**src/rtl/hack_ram_arbiter.sv**
```systemverilog
// Fixed-priority two-port arbiter for the single-port HACK data RAM.
// Port A wins by default; a wait counter forces a grant to B after MAX_WAIT denials.
module hack_ram_arbiter #(
   parameter int unsigned MAX_WAIT = 4
) (
   input  logic        clk,
   input  logic        reset,
   input  logic        a_req,
   input  logic        a_we,
   input  logic [12:0] a_addr,
   input  logic [15:0] a_wdata,
   output logic        a_gnt,
   output logic        a_rvalid,
   output logic [15:0] a_rdata,
   input  logic        b_req,
   input  logic        b_we,
   input  logic [12:0] b_addr,
   input  logic [15:0] b_wdata,
   output logic        b_gnt,
   output logic        b_rvalid,
   output logic [15:0] b_rdata,
   output logic [15:0] ram_data,
   output logic        ram_load,
   output logic [12:0] ram_address,
   input  logic [15:0] ram_out
);

   localparam logic [7:0] MAX_W = 8'(MAX_WAIT);

   logic [7:0] wait_cnt_q, wait_cnt_d;
   logic       rv_a_q, rv_a_d;
   logic       rv_b_q, rv_b_d;
   logic       force_b;

   // Grant decision: starved B overrides A's priority
   always_comb begin
      force_b = b_req && (wait_cnt_q == MAX_W);
      a_gnt   = 1'b0;
      b_gnt   = 1'b0;
      if (!reset) begin
         if (force_b)    b_gnt = 1'b1;
         else if (a_req) a_gnt = 1'b1;
         else if (b_req) b_gnt = 1'b1;
      end
   end

   always_comb begin
      ram_address = a_addr;
      ram_data    = a_wdata;
      ram_load    = 1'b0;
      if (b_gnt) begin
         ram_address = b_addr;
         ram_data    = b_wdata;
         ram_load    = b_we;
      end else if (a_gnt) begin
         ram_load    = a_we;
      end
   end

   always_comb begin
      wait_cnt_d = wait_cnt_q;
      if (!b_req || b_gnt)           wait_cnt_d = 8'd0;
      else if (wait_cnt_q != MAX_W)  wait_cnt_d = wait_cnt_q + 8'd1;
      rv_a_d = a_gnt && !a_we;
      rv_b_d = b_gnt && !b_we;
   end

   always_ff @(posedge clk) begin
      if (reset) begin
         wait_cnt_q <= 8'd0;
         rv_a_q     <= 1'b0;
         rv_b_q     <= 1'b0;
      end else begin
         wait_cnt_q <= wait_cnt_d;
         rv_a_q     <= rv_a_d;
         rv_b_q     <= rv_b_d;
      end
   end

   // RAM output is already registered; only the valid flags are routed per port
   assign a_rvalid = rv_a_q & ~reset;
   assign b_rvalid = rv_b_q & ~reset;
   assign a_rdata  = ram_out;
   assign b_rdata  = ram_out;

endmodule

```
**config.mk**
```make
export PLATFORM = sky130hd
export DESIGN_NAME = hack_ram_arbiter
export DESIGN_NICKNAME = d
export VERILOG_FILES = /design/src/rtl/hack_ram_arbiter.sv
export SDC_FILE = /design/constraint.sdc
export NUM_CORES = 1
export LEC_CHECK = 0
export BUFFER_PORTS_ARGS = -buffer_cell sky130_fd_sc_hd__buf_2
export CORE_AREA = 2 2 82 84
export CTS_CLUSTER_DIAMETER = 150
export DETAILED_ROUTE_END_ITERATION = 7
export DIE_AREA = 0 0 84 86
export MAX_ROUTING_LAYER = met4
export RECOVER_POWER = 50
export SLEW_MARGIN = 5
export SYNTH_ARGS = -nofsm -noshare
export SYNTH_HDL_FRONTEND = slang
export SYNTH_SLANG_ARGS = --single-unit
```
**constraint.sdc**
```tcl
create_clock -name clk -period 4.55 [get_ports clk]
set_input_delay 0.91 -clock clk [delete_from_list [all_inputs] [get_ports clk]]
set_output_delay 0.91 -clock clk [all_outputs]
set_load 0.005 [all_outputs]
```
* After elaboration in Yosys (flattened, before gate mapping)
Cells that the tools add are included.
Storage, ports and cells: memory bits (read-only) 0, output and inout port bits 66, input port bits 80, flip-flop bits (word level) 10, RAM bits 0, memories kept 0, latch bits 0, word-level logic and storage cells 28
Cells by class: equality and inequality tests 2, muxes and demuxes 11, order comparisons 0, reduce and logical (&&, ||, !) cells 8, div/mod/pow operators 0, shift operators 0, bitwise operators 3, add/sub/neg operators 1, multiply operators 0
Operator list (number):
- 16-bit 2-to-1 mux | 1
- 13-bit 2-to-1 mux | 1
- 1-bit 2-to-1 mux | 9
- 8-bit by 1-bit adder with 8-bit output (second input constant) | 1
- 8-bit by 3-bit equality test with 1-bit output (second input constant) | 1
- 8-bit by 3-bit != test with 1-bit output (second input constant) | 1
- 1-bit logical AND | 3
- 1-bit zero test | 3
- 1-bit AND | 2
- 2-bit OR reduction | 1
- 1-bit logical OR | 1
- 1-bit NOT | 1

* Depth between registers and ports, before layout
Gate-level depths: netlist (run 1).
depth in word-level cells 6, depth in mapped cells 7, gate-level depth less buffers 5

* Worst setup path after synthesis (run 1)
OpenSTA, ideal clock, no wires.
path kind input to output, start point input port a_req, end point output port ram_load, slack 1907 ps, cell stages on the path 4, arrival 1733 ps, path buffers 2, cell sequence clkbuf_1 > clkbuf_1 > o311ai_0 > o22ai_1
On the way: word-level cells in the longest chain between the ends 5
Ends and longest elaborated chain:
- from (decl) | line 8 | input logic a_req,
- 1-bit 2-to-1 mux | line 42 | else if (a_req) a_gnt = 1'b1;
- 1-bit 2-to-1 mux | line 41 | if (force_b) b_gnt = 1'b1;
- 1-bit 2-to-1 mux | line 40 | if (!reset) begin
- 1-bit 2-to-1 mux | line 55 | end else if (a_gnt) begin
- 1-bit 2-to-1 mux * | line 51 | if (b_gnt) begin
- to (decl) | line 23 | output logic ram_load,
Mark *: on every way between the ends. The rest lies on a longest branch, timed or not.

* Final worst setup path (run 1)
start point input port reset, end point output port ram_address[6]
On the way: word-level cells in the longest chain between the ends 2
Ends and longest elaborated chain:
- from (decl) | line 7 | input logic reset,
- 1-bit 2-to-1 mux | line 40
- 13-bit 2-to-1 mux | line 51
- to (decl) | line 24 | output logic [12:0] ram_address,
No other way between the ends.

==> flow_summary.toml, run 1 <==
[finish]
fin_util_pct = 31.6
layout.area.seq_um2 = 200
drive_above_1_share_pct = 48.4
final_nets = 360
multi_input_area_um2 = 1100
n_fill_cell = 705
area_delta_synth_final_pct = 18.2
n_antenna_cell = 0

[clock_tree]
cts_setup_buffers = 0
numCtsBuffers = 3
post_cts_resized = 0
htree_levels = 1
clk_pin_slew_ns = 0.05
cts.sinks = 10
cts_buffer_depth = 2
cts_hold_buf = 0
cts_tree = "yes"
clock_latency_ns = 0.24
clockRootBuffer = "clkbuf_8"

[grt]
antenna_found_initial = 0
grt_max_degree = 36
grt_pass1_wl_um = 7950
grt_usage_pct = 13.4
grt_overflow = 0
grt_pass1_vias = 1746

[synth]
dominantRegCellSynth = "dfxtp_1"
yosysWarnings = 0
synth.avg_cell_area_um2 = 7.32
synth_seq_cells = 10
synth_area_um2 = 1680
synth_fp_nets = 311
synth_edf_count = 0
yosysTopAreaCell = "o211ai_2"
ys_top_cells_by_count = "buf_4 (32), o211ai_1 (32), o21ai_0 (32), nand2_1 (31), o211ai_2 (27)"
synth.top_cell.area_share_pct = 20.1
ys_async_sr_fraction_pct = 0
ys_types = 29
synth_cells = 229
synth.area.top_cells = "o211ai_2 (20%), buf_4 (14%), o211ai_1 (14%)"
synth_seq_area_share_pct = 11.9

[floorplanning]
die_area_um2 = 7220
io_pins = 146
rows = 29
fp.dieW_um = 84
die_h_um = 86
coreArea_um2 = 6280
initial_utilization_pct = 26.7

[power]
ir_drop_mv = 0.104
p_leak_nw = 0.820
p_per_area_nw_per_um2 = 173
p_total_mw = 0.343

[placement]
dp_hpwl_um = 3630
gp_congestion = 0.805
io_buffers = 97

[drt]
vias = 1787
wl_um = 4880
drt_iter0_drc = 105
ant_nets = 0
wl_per_cell_um = 13.8
drtPass1Iterations = 4
drc_errors = 0
viasPerCell = 5.05

[sta]
slew_viol_final = 0
fin_crit_ns = 3.45
fin_crit_sh_pct = 75.7
rsz0062_at_grt = "false"
hold_viol_final = 0
skew_ns = 0.00477
tightest_slew_ns = 0.597
final-setup-viol-count = 0
setup_tns_ns = 0
fmax_mhz = 290
relSlewSlack_pct = 60.1

[critical_path]
path_cells = "buf_2, nor2b_1, buf_4, nand2_1, o211ai_2, buf_2"
critPathCaptureType = "primary output"
critPathMaxFanout = 35
worstPathArrival_ns = 2.54
required_ns = 3.64
crit_slowest_cell = "nor2b_1"
path_class = "in2out"
cpMostUsedCell = "buf_2"
max_stage_delay_ns = 0.55
start_kind = "input port"

[run]
max_cap_violations = 0

[min_path]
min_path_type = "reg2reg"

[run_status]
status = "finished clean"
-- report_power, final --
group	switching [mW]	internal (mW)	leakage, nW
sequential	0.000802	0.0888	0.0809
clock	0.0383	0.0764	0.0288
combinational	0.0742	0.0642	0.710
-- cells in the final DEF (no fill, tap or decap), drive strengths merged --
master,instances
nor2,5
o21a,1
nand3,4
clkbuf,4
nor3,1
or4b,1
dfxtp,10
o21ai,32
o311ai,1
a211oi,1
o211ai,59
ha,2
nand2,31
and3,1
or3b,1
buf,101
nand4,1
xor2,2
o22ai,1
nor4,1
nand2b,2
a21oi,4
or3,3
nor2b,3
xnor2,1
inv,4
-- path summary, 6_finish.rpt --
kind              slack, ns             end  cells after the start           from
setup / recovery       1.10  ram_address[6]                      6          reset
hold / removal         0.48   wait_cnt_q[7]                      2  wait_cnt_q[7]
setup reg to reg       2.35   wait_cnt_q[1]                      6  wait_cnt_q[0]
hold reg to reg        0.48   wait_cnt_q[7]                      2  wait_cnt_q[7]
-- logic make-up after synthesis --
logic type | share of synthesized area (%)
simple gates | 15.1
fa+ha+maj | 1.49
compound gates | 47.5
flops | 11.9
xor+xnor | 1.57
buf+inv | 22.5
-- state kept, by name, summed over array words and instances (netlist names) --
name / count
rv_a_q: 1
rv_b_q: 1
wait_cnt_q: 8
-- final cells by class --
cell class / count / area share [%]
tap: 77 / 4.86
sequential: 10 / 10.1
clock buffer: 4 / 2.78
timing repair buffer: 101 / 26.0
multi-input combinational: 158 / 55.5
inverter: 4 / 0.758
-- per-layer routing --
metal  wire length [um]  up-vias  global-route usage [%]
met5                  0        -                       -
met4                 55        0                    3.96
met3                360        8                    2.02
met2               2140       83                    21.5
met1               2320      788                    17.4
li1                   -      908                       -
-- per-stage QoR --
step / instances / cell area (um2) / worst slack, ns / hold slack [ns]
6_report: 354 / 1980 / 1.10 / 0.484
3_5_place_dp: 350 / 1930 / 1.28 / 0.483
3_3_place_gp: 350 / 1930 / 1.27 / 0.472
5_1_grt: 354 / 1980 / 0.823 / 0.506
2_1_floorplan: 229 / 1680 / 1.91 / 0.453
4_1_cts: 354 / 1980 / 1.16 / 0.490
-- worst max-delay path, delay by kind of cell --
family | cells | cell delay, ns
AND/OR/NAND/NOR | 2 | 0.66
AO/OA/AOI/OAI | 1 | 0.15
buffers and inverters | 3 | 0.79
(Power assumes the default switching activity.)
==> inputs of run 2 (changes only) <==
- clock period: 4.55 -> 3.4 ns (I/O delays scaled with it)
==> run 2 against run 1 <==
- utilization fell by 0.080 points
- worst hold slack improved by 0.0045 ns
- first-iteration DRC count fell by 10%
- via count rose by 2.3%
- combinational power rose by 36%
- total power rose by 26%
- flip-flop and latch count did not move
- clock-buffer cell count fell by 1
- sequential power rose by 34%
- die area did not move
==> flow_summary.toml, run 2 (same netlist as run 1, synthesis figures left out) <==
[min_path]
min_path_type = "reg2reg"

[clock_tree]
cts.sinks = 10
cts_setup_buffers = 0
clockRootBuffer = "clkbuf_8"
numCtsBuffers = 3
cts_tree = "yes"
clock_latency_ns = 0.24
cts_hold_buf = 0
htree_levels = 1
clk_pin_slew_ns = 0.05
cts_buffer_depth = 2
post_cts_resized = 0

[grt]
grt_usage_pct = 14.2
grt_max_degree = 36
grt_pass1_wl_um = 8340
grt_pass1_vias = 1769
grt_overflow = 0
antenna_found_initial = 0

[finish]
area_delta_synth_final_pct = 17.9
mostFrequentLayoutCell = "buf_2"
largest_reg_flops = 8
drive_above_1_share_pct = 48.4
design_area_um2 = 1980
n_fill_cell = 702
largestRegisters = "wait_cnt_q x8, rv_a_q x1, rv_b_q x1"
final_nets = 361
stdcell_count = 354
layout_common_cells = "buf_2 (96), o211ai_1 (32), o21ai_0 (32)"
top_register = "wait_cnt_q"
n_antenna_cell = 0

[placement]
place_inst = 351
gp_congestion = 0.756
dpl_cell_area_um2 = 1940
io_buffers = 97
dp_hpwl_um = 3600

[sta]
relSlewSlack_pct = 60.7
worst_hold_slack_ns = 0.488
fmax_mhz = 331
fin_crit_ns = 3.02
final-setup-viol-count = 0
rsz0062_at_grt = "false"
tightest_slew_ns = 0.590
fin_crit_sh_pct = 88.9
skew_ns = 0.00379
hold_viol_final = 0
slew_viol_final = 0
setup_tns_ns = 0

[run_status]
status = "finished clean"

[drt]
vias = 1828
viasPerCell = 5.16
wl_um = 5090
drtPass1Iterations = 4
ant_nets = 0
drc_errors = 0
drt_iter0_drc = 94
wl_per_cell_um = 14.4

[critical_path]
crit_start = "wait_cnt_q[0]"
r2r_setup_slack_ns = 1.15
worstPathArrival_ns = 2.34
critPathMaxFanout = 33
r2r_end = "wait_cnt_q[3]"
reg2reg_depth = 6
critical_path.endpoint = "ram_data[3]"
critPathCaptureType = "primary output"
required_ns = 2.72
start_kind = "flop"
reg2reg_from = "wait_cnt_q[0]"
path_class = "reg2out"

[floorplanning]
io_pins = 146
fp.dieW_um = 84
die_area_um2 = 7220
initial_utilization_pct = 26.7
die_h_um = 86
rows = 29
coreArea_um2 = 6280

[power]
p_sw_mw = 0.148
p_seq_share_pct = 27.8
internal-power_mw = 0.283
clkPwrFrac_pct = 28.7
p_sw_share_pct = 34.3
ir_drop_mv = 0.0998
p_total_mw = 0.431
p_per_area_nw_per_um2 = 218
power_frac_comb_pct = 43.5
p_leak_nw = 0.814

[run]
max_cap_violations = 0
==> run 2: metrics by stage <==
step / utilization (%) / setup slack (ns)
finish: 31.5 / 0.379
global route: 31.5 / 0.219
CTS: 31.5 / 0.345
detailed placement: 30.9 / 0.548
global placement: 30.9 / 0.562
floorplan: - / 1.11
==> run 2: worst max-delay path, stage by stage, from the launching register on <==
cell and delay (ns):
dfxtp_1 0.35, inv_1 0.07, ha_1 0.13, or4b_1 0.69, o21a_4 0.49, o211ai_2 0.24, buf_2 0.14
==> run 2: worst min-delay path by stage <==
stage | start | endpoint | slack [ns] | depth (start not counted)
floorplan | wait_cnt_q[0] | wait_cnt_q[0] | 0.45 | 1
global placement | wait_cnt_q[7] | wait_cnt_q[7] | 0.47 | 2
detailed placement | wait_cnt_q[0] | wait_cnt_q[0] | 0.48 | 1
CTS | wait_cnt_q[0] | wait_cnt_q[0] | 0.49 | 1
global route | wait_cnt_q[0] | wait_cnt_q[0] | 0.51 | 1
finish | wait_cnt_q[0] | wait_cnt_q[0] | 0.49 | 1
==> run 2: power groups by stage <==
stage	combinational (mW)	clock, mW	sequential [mW]
2_1_floorplan	0.136	0	0.122
3_3_place_gp	0.188	0	0.122
3_5_place_dp	0.190	0	0.122
4_1_cts	0.190	0.128	0.120
5_1_grt	0.209	0.134	0.120
6_report	0.188	0.124	0.120
==> run 2: routing by layer <==
| metal | wire [um] | GRT usage, % | up-vias |
|---|---|---|---|
| li1 | - | - | 905 |
| met1 | 2250 | 17.4 | 835 |
| met2 | 2450 | 24.5 | 82 |
| met3 | 355 | 1.83 | 6 |
| met4 | 36 | 3.96 | 0 |
| met5 | 0 | - | - |
==> run 2: cell type report <==
cell class,count,area [um2],share of cell area (%)
multi-input combinational,158,1100,55.8
clock buffer,3,41.3,2.09
inverter,4,15.0,0.759
sequential,10,200,10.1
timing repair buffer,102,522,26.4
tap,77,96.3,4.87
